`config.mk`:
```
export PLATFORM = sky130hd
export DESIGN_NAME = instr_fetch_unit
export DESIGN_NICKNAME = d
export VERILOG_FILES = /design/src/rtl/instr_fetch_unit.sv
export SDC_FILE = /design/constraint.sdc
export NUM_CORES = 1
export LEC_CHECK = 0
export ABC_CLOCK_PERIOD_IN_PS = 6300
export CORE_MARGIN = 2
export CORE_UTILIZATION = 52
export CTS_BUF_LIST = sky130_fd_sc_hd__clkbuf_4 sky130_fd_sc_hd__clkbuf_8 sky130_fd_sc_hd__clkbuf_16
export DETAILED_ROUTE_END_ITERATION = 10
export PLACE_DENSITY_LB_ADDON = 0.25
export SLEW_MARGIN = 20
export SYNTH_ARGS = -nofsm -noshare
export SYNTH_HDL_FRONTEND = slang
export SYNTH_SLANG_ARGS = --single-unit
export TNS_END_PERCENT = 10
```
`constraint.sdc`:
```
create_clock -name clk -period 6.3 [get_ports clk]
set_input_delay 0.945 -clock clk [delete_from_list [all_inputs] [get_ports clk]]
set_output_delay 0.945 -clock clk [all_outputs]
set_load 0.03 [all_outputs]
```
`src/rtl/instr_fetch_unit.sv`:
```
// Instruction fetch front end: owns the PC, issues in-order word requests to
// instruction memory, buffers returned words with their PCs and hands them to
// decode. Taken-branch redirects flush the buffer and drop wrong-path returns.
module instr_fetch_unit #(
    parameter int                ADDR_W   = 32,
    parameter logic [ADDR_W-1:0] RESET_PC = '0,
    parameter int                DEPTH    = 2
) (
    input  logic              clk,
    input  logic              rst_n,
    output logic              imem_req_valid,
    input  logic              imem_req_ready,
    output logic [ADDR_W-1:0] imem_req_addr,
    input  logic              imem_rsp_valid,
    input  logic [31:0]       imem_rsp_data,
    output logic              ins_valid,
    input  logic              ins_ready,
    output logic [31:0]       ins_word,
    output logic [5:0]        ins_op,
    output logic [5:0]        ins_funct,
    output logic [ADDR_W-1:0] ins_pc,
    input  logic              redirect_valid,
    input  logic [ADDR_W-1:0] redirect_pc
);

    localparam int PTR_W = $clog2(DEPTH);
    localparam int CNT_W = $clog2(DEPTH + 1);

    typedef enum logic [1:0] {BOOT, RUN, DRAIN} state_t;

    state_t            state, state_next;
    logic [ADDR_W-1:0] pc, pc_next, rsp_pc, redirect_target;
    logic [CNT_W-1:0]  outstanding, outstanding_next;
    logic [CNT_W-1:0]  discard, discard_next;
    logic [CNT_W-1:0]  count;
    logic [CNT_W:0]    occupancy;
    logic [PTR_W-1:0]  wr_ptr, rd_ptr;
    logic              redir_q;
    logic              req_hs, rsp_hit, redir, push, pop;

    logic [31:0]       fifo_word [DEPTH];
    logic [ADDR_W-1:0] fifo_pc   [DEPTH];

    // Handshake qualifiers; a response with nothing outstanding is ignored.
    assign req_hs          = imem_req_valid && imem_req_ready;
    assign rsp_hit         = imem_rsp_valid && (outstanding != '0);
    assign redir           = redirect_valid && (state != BOOT);
    assign push            = rsp_hit && !redir && (discard == '0);
    assign pop             = ins_valid && ins_ready;
    assign redirect_target = redirect_pc & ~ADDR_W'(3);

    assign occupancy        = {1'b0, outstanding} + {1'b0, count};
    assign outstanding_next = outstanding + CNT_W'(req_hs) - CNT_W'(rsp_hit);

    // Requests stop while the buffer plus in-flight slots are full and for one
    // cycle after any redirect, so the address never changes under valid.
    assign imem_req_valid = (state == RUN) && !redir_q && (occupancy < (CNT_W+1)'(DEPTH));
    assign imem_req_addr  = pc;

    assign ins_valid = (count != '0);
    assign ins_word  = ins_valid ? fifo_word[rd_ptr] : '0;
    assign ins_pc    = ins_valid ? fifo_pc[rd_ptr]   : '0;
    assign ins_op    = ins_word[31:26];
    assign ins_funct = ins_word[5:0];

    // Next-state, next-PC and discard bookkeeping; redirect overrides all.
    always_comb begin
        // NOTE: every output of this block gets a default first so no path can infer a latch.
        state_next   = state;
        pc_next      = pc;
        discard_next = discard;
        case (state)
            BOOT:  state_next = RUN;
            RUN: begin
                if (req_hs) pc_next = pc + ADDR_W'(4);
            end
            DRAIN: begin
                if (rsp_hit) discard_next = discard - CNT_W'(1);
                if (discard_next == '0) state_next = RUN;
            end
            default: state_next = BOOT;
        endcase
        if (redir) begin
            pc_next      = redirect_target;
            discard_next = outstanding_next;
            state_next   = (outstanding_next != '0) ? DRAIN : RUN;
        end
    end

    // Control state, counters and FIFO pointers.
    always_ff @(posedge clk or negedge rst_n) begin
        if (!rst_n) begin
            state       <= BOOT;
            pc          <= RESET_PC;
            rsp_pc      <= RESET_PC;
            outstanding <= '0;
            discard     <= '0;
            count       <= '0;
            wr_ptr      <= '0;
            rd_ptr      <= '0;
            redir_q     <= 1'b0;
        end else begin
            state       <= state_next;
            pc          <= pc_next;
            outstanding <= outstanding_next;
            discard     <= discard_next;
            redir_q     <= redir;
            if (redir) begin
                rsp_pc <= redirect_target;
                count  <= '0;
                wr_ptr <= '0;
                rd_ptr <= '0;
            end else begin
                if (push) begin
                    rsp_pc <= rsp_pc + ADDR_W'(4);
                    wr_ptr <= wr_ptr + PTR_W'(1);
                end
                if (pop) rd_ptr <= rd_ptr + PTR_W'(1);
                count <= count + CNT_W'(push) - CNT_W'(pop);
            end
        end
    end

    // Buffer storage for returned words and their PCs.
    // NOTE: storage is deliberately not reset; count gates every read, so stale contents are never visible.
    always_ff @(posedge clk) begin
        if (push) begin
            fifo_word[wr_ptr] <= imem_rsp_data;
            fifo_pc[wr_ptr]   <= rsp_pc;
        end
    end

endmodule

```
==> metrics.md <==
| Metric | Value |
|---|---|
| Initial core utilization | `0.527` |
| Hpwl dp | `13.7 mm` |
| Hold Fails Final Rpt | `0` |
| Area Overhead vs Synth | `26.5%` |
| Critical Path Sink Type | `output pin` |
| Wire per inst | `17.5 um` |
| Core box area | `17200 um^2` |
| Place WS | `2.61 ns` |
| Final #Nets | `985` |
| Tightest Pin Transition | `1.04 ns` |
| Reg2Reg Capture Point | `state[0]$_DFFE_PN0P_` |
| Setup TNS | `0 ns` |
| CTS HTree Levels | `4` |
| Mapped Cells | `758` |
| RSZ-0062 raised after global routing | `false` |
| Die Y-Extent | `136 um` |
| Placed inst area | `10900 um^2` |
| Pre-antenna DRT Iters | `5` |
| Vias per cell | `5.78` |
| Cell leakage power | `4.01 nW` |
| Layout cells sized above 1 | `0.0609` |
| Num rows | `48` |
| Overflow after GRT | `0` |
| Most used flip-flop cell after synthesis | `edfxtp_1` |
| Minimum clock period | `3.90 ns` |
| Worst-Skew Late Latency | `0.44 ns` |
| Vias post-DR | `6618` |
| Relative slew slack | `0.297` |
| Post-CTS resize count | `0` |
| Root Buffer | `clkbuf_16` |
| Routability congestion estimate | `0.841` |
| Worst Hold Launch | `rsp_pc[31]$_DFFE_PN0P_` |
| Cell Count, Final, Fillers Out | `1145` |
| Flops & latches, synth | `195` |
| CTS tree | `built` |
| Clock transition at path regs | `0.08 ns` |
| Outcome | `completed` |
| Post-synth ARST share | `0.364` |
| Residual DRC count | `0` |
| R2R cell count | `11` |
| Sequential fraction of the synthesis area | `0.608` |
| Worst VDD drop | `0.000337 V` |
| Max Cap Viol | `0` |
| Mapped Avg Cell Area | `11.9 um^2` |
| Crit path required time | `5.35 ns` |
| Max-slew violations | `0` |
| Initial antenna violation count | `0` |
| Input/output buffers | `173` |
| Total clock sinks | `195` |
| Detailed Route Iter0 Violations | `485` |
| Ant. Diodes | `0` |
| Postcts setup bufs | `0` |
| Most frequent cells in the layout | `172 x clkdlybuf4s50_1, 124 x edfxtp_1, 106 x nor2_1` |
| Placed insts | `1113` |
| TritonCTS buffer count | `17` |
| CP Class | `flop to output pin` |
| Antenna viol nets, final | `0` |
| Fin Clk Skew | `0.0169 ns` |
| Total Power | `5.55 mW` |
| Synth cell types | `58` |
| Die Area | `18500 um^2` |
| Die width | `136 um` |
| WHS Path Cells | `0` |
| Pwr Density | `485 nW/um^2` |
| Most common cell after layout, fill and taps aside | `clkdlybuf4s50_1` |
| Worst r2r src | `outstanding[0]$_DFF_PN0_` |
| R2R Setup Slk | `2.93 ns` |
| Yosys Warn Count | `0` |
| Final WL | `20.0 mm` |
| Endpoint, Worst Hold | `fifo_pc[1][31]$_DFFE_PP_` |
| CTS Buffer Depth | `2` |
| WP data arrival | `2.95 ns` |
| Vias in the first global route | `6098` |
| Crit Path Max Fanout | `5` |
| Cell area after layout | `11400 um^2` |
| Mapped Area | `9050 um^2` |
| Max Freq | `0.257 GHz` |
| Cts hold-fix bufs | `0` |
| Largest net degree at the start of global routing | `100` |
| Post-synth EDFFs | `124` |
| Top Ports | `180` |
| Tcrit/Tclk final | `0.619` |
| Critical Path Start Type | `flop` |
| GRT Overall Usage | `0.219` |
| Min-Delay Path Class | `flop to flop` |
| Final Setup Violations | `0` |
| Final worst setup slack | `2.40 ns` |
| First-pass GRT wire length | `31.5 mm` |
[worst max-delay path: stages (launching register included)]
cell             delay (ns)
dfrtp_1                0.45
and2_1                 0.20
fa_1                   0.51
or3_1                  0.45
nor3b_1                0.21
clkdlybuf4s50_1        0.70
[how the worst max path moves through the flow]
| stage | start | to | slack, ns | cells past startpoint |
|---|---|---|---|---|
| final | outstanding[0]$_DFF_PN0_ | imem_req_valid | 2.40 | 5 |
| after global routing | outstanding[0]$_DFF_PN0_ | imem_req_valid | 2.27 | 5 |
| after CTS | outstanding[0]$_DFF_PN0_ | imem_req_valid | 2.38 | 5 |
| after detailed placement | redirect_valid | count[1]$_DFF_PN0_ | 2.61 | 10 |
| after global placement | redirect_valid | count[1]$_DFF_PN0_ | 2.65 | 10 |
| after floorplan | redirect_valid | fifo_pc[0][10]$_DFFE_PP_ | 1.45 | 5 |
[Yosys cell counts (2+ instances only)]
library cell / number / share of area
nand4b_1: 3 / 0.0029
nand3b_1: 2 / 0.0017
ha_1: 7 / 0.0097
and4_1: 5 / 0.0048
mux2i_1: 63 / 0.070
buf_1: 5 / 0.0021
o211ai_1: 5 / 0.0041
a221o_1: 3 / 0.0033
o31ai_1: 24 / 0.020
and2_1: 5 / 0.0035
o211a_1: 2 / 0.0022
nand4bb_1: 3 / 0.0037
clkbuf_1: 29 / 0.012
inv_1: 12 / 0.0050
nand4_1: 15 / 0.010
nor4bb_1: 2 / 0.0022
or3_1: 5 / 0.0035
a22oi_1: 2 / 0.0017
dfrtp_1: 71 / 0.20
buf_2: 2 / 0.0011
nor4_1: 6 / 0.0041
xnor2_1: 16 / 0.015
nand2b_1: 2 / 0.0014
a31oi_1: 31 / 0.021
a21oi_1: 22 / 0.012
nand2_1: 37 / 0.015
xor2_1: 7 / 0.0068
nor3b_1: 4 / 0.0033
and3_1: 9 / 0.0062
nor3_1: 8 / 0.0044
nor2_1: 108 / 0.045
buf_4: 16 / 0.013
or3_2: 2 / 0.0017
buf_6: 2 / 0.0025
o21ai_0: 11 / 0.0061
a31o_2: 2 / 0.0019
edfxtp_1: 124 / 0.41
nand3_1: 33 / 0.018
or4_1: 34 / 0.028
[logic make-up after synthesis]
logic type | Yosys count | share of synthesized area
AO/OA/AOI/OAI | 112 | 0.0838
XOR/XNOR | 23 | 0.0223
adder cells (fa/ha/maj) | 8 | 0.0119
buffers and inverters | 66 | 0.0359
flip-flops | 195 | 0.608
multiplexers | 64 | 0.0709
other | 1 | 0.000414
AND/OR/NAND/NOR | 289 | 0.167
[layout make-up]
| cell class | count | area (um^2) |
|---|---|---|
| fill | 1343 | 5730 |
| sequential | 195 | 5500 |
| multi-input combinational | 500 | 3260 |
| timing repair buffer | 181 | 1790 |
| clock buffer | 19 | 458 |
| tap | 225 | 282 |
| clock inverter | 13 | 115 |
| inverter | 12 | 45.0 |
[power breakdown]
part           internal (mW)  switching, mW
logic                   1.01           1.39
registers               1.67          0.444
clock network          0.547          0.485
total                   3.23           2.32
[registers in the layout, indices dropped and copies added (netlist names)]
register       cells
rsp_pc            30
rd_ptr             1
outstanding        2
state              2
imem_req_addr     30
fifo_word         64
fifo_pc           60
redir_q            1
wr_ptr             1
discard            2
count              2
[metrics by stage]
stage,util,hold WS (ns)
after floorplan,-,0.484
after detailed placement,0.633,0.533
after global routing,0.667,0.575
after CTS,0.667,0.548
after global placement,0.633,0.507
final,0.667,0.547
[metal layers]
layer / global-route usage / vias to the layer above / wire length [um]
met2: 0.347 / 260 / 9240
met4: 0.0573 / 0 / 324
met5: 0 / - / 0
met3: 0.0537 / 27 / 1540
li1: - / 3140 / -
met1: 0.306 / 3191 / 8890
Power figures use the tool's default switching activity.
